<file path="src/rtl/vid_frame_sequencer.sv">
// vid_frame_sequencer: raster timing generator emitting AXI4-Stream video with SOF/EOL sideband
module vid_frame_sequencer #(
  parameter int H_ACTIVE  = 640,
  parameter int H_B_PORCH = 120,
  parameter int H_F_PORCH = 200,
  parameter int V_ACTIVE  = 480,
  parameter int V_B_PORCH = 120,
  parameter int V_F_PORCH = 100
) (
  input  logic        pclk,
  input  logic        rst,
  input  logic        enable,
  input  logic        err_clr,
  output logic        pix_req,
  input  logic [15:0] pix_in,
  output logic [15:0] m_axis_tdata,
  output logic        m_axis_tvalid,
  output logic        m_axis_tuser,
  output logic        m_axis_tlast,
  input  logic        m_axis_tready,
  output logic [15:0] hcnt,
  output logic [15:0] vcnt,
  output logic [31:0] frame_cnt,
  output logic [15:0] line_no,
  output logic        frame_done,
  output logic        busy,
  output logic        ovf_err
);
  localparam int H_TOT = H_B_PORCH + H_ACTIVE + H_F_PORCH;
  localparam int V_TOT = V_B_PORCH + V_ACTIVE + V_F_PORCH;
  localparam logic [15:0] H_LAST = 16'(H_TOT - 1);
  localparam logic [15:0] V_LAST = 16'(V_TOT - 1);
  localparam logic [15:0] H_A0   = 16'(H_B_PORCH);
  localparam logic [15:0] H_A1   = 16'(H_B_PORCH + H_ACTIVE);
  localparam logic [15:0] H_AL   = 16'(H_B_PORCH + H_ACTIVE - 1);
  localparam logic [15:0] V_A0   = 16'(V_B_PORCH);
  localparam logic [15:0] V_A1   = 16'(V_B_PORCH + V_ACTIVE);

  typedef enum logic [1:0] {IDLE, RUN, DRAIN} state_t;

  state_t      r_state;
  logic [15:0] r_hcnt, r_vcnt, r_line_no, r_tdata;
  logic [31:0] r_frame_cnt;
  logic        r_frame_done, r_req_d1, r_user_d1, r_last_d1;
  logic        r_tvalid, r_tuser, r_tlast, r_ovf;
  logic        w_run, w_h_end, w_frame_end;

  assign w_run       = r_state != IDLE;
  assign w_h_end     = r_hcnt == H_LAST;
  assign w_frame_end = w_run && w_h_end && r_vcnt == V_LAST;
  assign pix_req     = w_run && r_hcnt >= H_A0 && r_hcnt < H_A1 && r_vcnt >= V_A0 && r_vcnt < V_A1;

  // Raster FSM: counters sweep the whole frame in RUN/DRAIN; DRAIN finishes the frame then parks in IDLE
  always_ff @(posedge pclk or posedge rst)
    if (rst) begin
      r_state      <= IDLE;
      r_hcnt       <= 16'd0;
      r_vcnt       <= 16'd0;
      r_frame_done <= 1'b0;
      r_frame_cnt  <= 32'd0;
    end else begin
      r_state      <= enable ? RUN : (!w_run || w_frame_end) ? IDLE : DRAIN;
      r_hcnt       <= (w_run && !w_h_end) ? r_hcnt + 16'd1 : 16'd0;
      r_vcnt       <= !w_run ? 16'd0 : !w_h_end ? r_vcnt : (r_vcnt == V_LAST) ? 16'd0 : r_vcnt + 16'd1;
      r_frame_done <= w_frame_end;
      r_frame_cnt  <= r_frame_cnt + 32'(w_frame_end);
    end

  // Two-stage sideband delay so flags line up with pix_in arriving one cycle after the request
  always_ff @(posedge pclk or posedge rst)
    if (rst) begin
      r_req_d1  <= 1'b0;
      r_user_d1 <= 1'b0;
      r_last_d1 <= 1'b0;
      r_tvalid  <= 1'b0;
      r_tuser   <= 1'b0;
      r_tlast   <= 1'b0;
      r_tdata   <= 16'd0;
    end else begin
      r_req_d1  <= pix_req;
      r_user_d1 <= pix_req && r_hcnt == H_A0 && r_vcnt == V_A0;
      r_last_d1 <= pix_req && r_hcnt == H_AL;
      r_tvalid  <= r_req_d1;
      r_tuser   <= r_user_d1;
      r_tlast   <= r_last_d1;
      r_tdata   <= r_req_d1 ? pix_in : 16'd0;
    end

  // Status: sticky overflow on a refused beat (set beats clear), active line count of accepted beats
  always_ff @(posedge pclk or posedge rst)
    if (rst) begin
      r_ovf     <= 1'b0;
      r_line_no <= 16'd0;
    end else begin
      r_ovf <= (r_tvalid && !m_axis_tready) || (r_ovf && !err_clr);
      if (r_tvalid && m_axis_tready)
        r_line_no <= (r_tuser ? 16'd0 : r_line_no) + 16'(r_tlast);
    end

  assign m_axis_tdata  = r_tdata;
  assign m_axis_tvalid = r_tvalid;
  assign m_axis_tuser  = r_tuser;
  assign m_axis_tlast  = r_tlast;
  assign hcnt          = r_hcnt;
  assign vcnt          = r_vcnt;
  assign frame_cnt     = r_frame_cnt;
  assign line_no       = r_line_no;
  assign frame_done    = r_frame_done;
  assign busy          = w_run || r_req_d1 || r_tvalid;
  assign ovf_err       = r_ovf;
endmodule

</file>
<file path="config.mk">
export PLATFORM = sky130hd
export DESIGN_NAME = vid_frame_sequencer
export DESIGN_NICKNAME = d
export VERILOG_FILES = /design/src/rtl/vid_frame_sequencer.sv
export SDC_FILE = /design/constraint.sdc
export NUM_CORES = 1
export LEC_CHECK = 0
export BUFFER_PORTS_ARGS = -buffer_cell sky130_fd_sc_hd__buf_2
export CAP_MARGIN = 5
export CORE_AREA = 10 10 139 109
export DETAILED_ROUTE_END_ITERATION = 10
export DIE_AREA = 0 0 149 119
export GPL_TIMING_DRIVEN = 0
export SLEW_MARGIN = 40
export SYNTH_ARGS = -nofsm -noshare
export SYNTH_HDL_FRONTEND = slang
export SYNTH_SLANG_ARGS = --single-unit
</file>
<file path="constraint.sdc">
create_clock -name pclk -period 4.5 [get_ports pclk]
set_input_delay 0.9 -clock pclk [delete_from_list [all_inputs] [get_ports pclk]]
set_output_delay 0.9 -clock pclk [all_outputs]
set_load 0.01 [all_outputs]
</file>
# After elaboration in Yosys (flattened, before gate mapping)
# Index checks and enable logic that the tools add are counted.
# totals
output_inout_bits,103
inputBits,21
elab_cells,58
ff_bits,106
# op_classes
add_sub_neg,4
magnitude_cmp,4
reduce_logical,22
n_eq_ne,6
muxes,8
# ops
op,count
16-bit two-way mux,6
16-bit by 10-bit equality test with 1-bit output (second input constant),3
16-bit by 1-bit adder with 16-bit output (second input constant),2
32-bit by 1-bit adder with 32-bit output,1
16-bit by 7-bit equality test with 1-bit output (second input constant),2
16-bit by 7-bit >= comparator with 1-bit output (second input constant),2
16-bit by 10-bit less-than comparator with 1-bit output (second input constant),2
16-bit by 1-bit adder with 16-bit output,1
1-bit logical AND,13
1-bit logical NOT,4
1-bit logical OR,4
2-bit two-way mux,2
2-bit by 1-bit != test with 1-bit output (second input constant),1
2-bit nonzero test,1

# Depth between registers and ports, before layout
# logic_depth
depth_word,7
ltp_mapped,11

# Worst setup path before layout
# No wires, ideal clock.
# synth_timing
path_kind,register -> register
startpoint,"register r_vcnt[8], in the netlist vcnt[8]"
endpoint,"register r_frame_cnt[28], in the netlist frame_cnt[28]"
slack_ns,0.808
stages_incl_launch_ff,12
arrival_ns,3.566
path_cell_list,dfrtp_1 > clkbuf_1 > or4_1 > nor4_1 > clkbuf_1 > and3_1 > ha_1 > ha_1 > nand3_1 > nor3_1 > nand4_1 > xnor2_1
# synth_between
elab_chain_len,3
# synth_lines
item,line,source
"start, declared",42,"logic [15:0] r_hcnt, r_vcnt, r_line_no, r_tdata;"
"start signal, assigned",64,r_vcnt <= !w_run ? 16'd0 : !w_h_end ? r_vcnt : (r_vcnt == V_LAST) ? 16'd0 : r_vcnt + 16'd1;
16-bit by 10-bit equality test with 1-bit output,50,assign w_frame_end = w_run && w_h_end && r_vcnt == V_LAST;
1-bit logical AND,50,
named net w_frame_end,46,"logic w_run, w_h_end, w_frame_end;"
32-bit by 1-bit adder with 32-bit output,66,r_frame_cnt <= r_frame_cnt + 32'(w_frame_end);
"end signal, assigned",66,
"end, declared",43,logic [31:0] r_frame_cnt;
# The timed path passes the listed nets, and every way through them passes these cells.
# A chain may end at the register's enable or synchronous reset.

# Worst setup path in the final report
# layout_timing
startpoint,"register r_vcnt[8], in the netlist vcnt[8]"
endpoint,"register r_frame_cnt[31], in the netlist frame_cnt[31]"
# The elaborated chain is that of the path after synthesis.

==> reports/metrics.yaml <==
sta:
  timing.final.crit_share_pct: 91.6
  clock_skew_ns: 0.00749
  finalSetupViolCount: 0
  slew_headroom_pct: 43.3
  rsz0062_at_grt: "no"
  tightest_slew_ns: 0.843
  setup_tns_ns: 0
  hold_viol_final: 0
  fmax_mhz: 243
  hold_slack_ns: 0.350
  timing.final.crit_period_ns: 4.12
  slew_viol_final: 0
routing:
  drtPass1Iterations: 5
  drt_iter0_markers: 212
  viasPerCell: 5.10
  wl_mm: 12.5
  detail-route-antenna-nets: 0
  drc_errors: 0
  vias: 4047
  wl_per_cell_um: 15.8
global_routing:
  grt_pass1_vias: 4052
  grt_use_total_pct: 14.1
  grt_pass1_wl_mm: 20.9
  antenna_found_initial: 0
  grt_max_degree: 58
  grt_overflow_total: 0
setup_path:
  crit_family: "simple AND/OR/NAND/NOR gates"
  cp-start-kind: "register"
  critPathArrivalTime_ns: 4.34
  crit_top_cell: "clkbuf_1"
  crit_required_ns: 4.72
  path_cells: "clkbuf_1 -> or4_1 -> nor4_2 -> clkbuf_1 -> and3_1 -> ha_1 -> nand3_1 -> nor4_1 -> nand4_1 -> xnor2_1"
  critPathKind: "register to register"
  cp_num_buf_inv: 2
  crit_slowest_cell: "nor4_1"
  critical_path.max_fanout: 10
  worst_setup_path_end_kind: "register"
  cpPeakStageDelay_ns: 0.70
cts:
  postCtsSetupBuffers: 0
  cts_root_buffer: "clkbuf_16"
  cts-htree-levels: 3
  cts_sinks: 106
  clk_pin_slew_ns: 0.07
  cts_tree: "built"
  clock_path_buffers: 2
  numCtsBuffers: 9
  insertion_delay_ns: 0.34
  ctsHoldBuffers: 0
placed_design:
  portBuffers: 123
  hpwl_mm: 9.43
  dp_cells: 779
  gp_congestion: 0.795
status:
  status: "completed"
power:
  powerDensity_mw_per_mm2: 311
  ir_drop_mv: 0.178
  p_leak_nw: 3.00
  total_power_mw: 1.89
layout:
  layoutNonFillerInstCount: 794
  fill_cells: 1221
  fin_nets: 649
  areaGrowthSynthToFinish_pct: 24.4
  layout_common_cells: "buf_2, dfrtp_1, nor2_1, nand3_1, nand2_1"
  multi_input_area_mm2: 0.00213
  antenna_cells: 0
  final_common_cell: "buf_2"
  fin_util_pct: 48.2
  drive_gt1_share_pct: 24.2
  seqCellArea_mm2: 0.00265
synth:
  ys_seq_elements: 106
  syn_area_mm2: 0.00489
  synthCells: 484
  synthDistinctLibCells: 41
  async_reset_ff_share_pct: 100
  syn_nets: 514
  avgSynthCellArea_um2: 10.1
  synth-seq-area-share_pct: 54.3
  synth_flop_cell: "dfrtp_1"
  synth_edf_count: 0
  yosys_warnings: 0
floorplan:
  io_pins: 124
  die_y_um: 119
  dieArea_mm2: 0.0177
  die_width_um: 149
  start_util_pct: 38.8
  core_mm2: 0.0126
  rows: 36
run:
  cap_violations: 0
hold_path:
  hp-class: "register to register"
[path summary, 6_finish.rpt]
| path | start | end | slack (ns) | depth (start not counted) |
|---|---|---|---|---|
| setup / recovery | vcnt[8]$_DFFE_PP0N_ | frame_cnt[31]$_DFF_PP0_ | 0.38 | 10 |
| hold / removal | r_user_d1$_DFF_PP0_ | m_axis_tuser$_DFF_PP0_ | 0.35 | 0 |
| setup reg to reg | vcnt[8]$_DFFE_PP0N_ | frame_cnt[31]$_DFF_PP0_ | 0.38 | 10 |
| hold reg to reg | r_user_d1$_DFF_PP0_ | m_axis_tuser$_DFF_PP0_ | 0.35 | 0 |
| max in group asynchronous | rst | line_no[4]$_DFFE_PP0P_ | 3.35 | 3 |
| min in group asynchronous | rst | frame_cnt[7]$_DFF_PP0_ | 0.56 | 2 |
[power breakdown]
group | switching [mW] | internal, mW | leakage [nW]
combinational | 0.0490 | 0.0282 | 1.38
clock | 0.345 | 0.488 | 0.149
sequential | 0.0170 | 0.962 | 1.47
total | 0.411 | 1.48 | 3.00
[cell families after synthesis]
group,after synthesis,synth area share (%)
multiplexers,5,1.07
AO/OA/AOI/OAI,47,5.50
buffers and inverters,31,2.41
flip-flops,106,54.3
XOR/XNOR,55,9.85
adder cells (fa/ha/maj),9,2.30
AND/OR/NAND/NOR,231,24.6
[area by class of cell]
type / count / share of cell area, %
sequential: 106 / 43.6
timing repair buffer: 124 / 10.6
multi-input combinational: 347 / 35.0
clock inverter: 6 / 1.50
clock buffer: 9 / 3.70
inverter: 14 / 0.988
tap: 171 / 3.52
buffer: 17 / 1.07
[sequential cells by signal (all words and copies together), names as in the netlist]
signal / flops
m_axis_tvalid: 1
m_axis_tdata: 16
hcnt: 16
r_last_d1: 1
r_user_d1: 1
vcnt: 16
m_axis_tuser: 1
m_axis_tlast: 1
ovf_err: 1
r_req_d1: 1
frame_done: 1
r_state: 2
frame_cnt: 32
line_no: 16
[metrics by stage]
| step | setup slack (ns) | instance area, µm² |
|---|---|---|
| floorplan | 0.808 | 4890 |
| global placement | -0.446 | 5720 |
| detailed placement | 0.186 | 5760 |
| CTS | 0.184 | 6080 |
| global route | 0.0868 | 6080 |
| finish | 0.379 | 6080 |
[layer usage]
metal / up-vias / part of all wire [%] / global-route usage, %
li1: 1951 / - / -
met1: 1970 / 47 / 18.9
met2: 120 / 46 / 22.1
met3: 6 / 7.1 / 4.28
met4: 0 / 0.27 / 2.57
met5: - / 0 / 0
[synthesized netlist by cell type (14+ instances only)]
library cell	number	area, µm²
a21oi_1	16	80.1
and2_1	16	100
clkbuf_1	16	60.1
dfrtp_1	106	2650
inv_1	14	52.6
nand2_1	41	154
nand3_1	41	205
nand4_1	20	125
nor2_1	49	184
o21ai_0	18	90.1
xnor2_1	34	298
xor2_1	21	184
[timing repair]
action | CTS | global route
endpoints found under the setup margin | 0 | 6
resized for setup | 0 | 1
endpoints found under the hold margin | 0 | 0
Power figures use the tool's default switching activity.
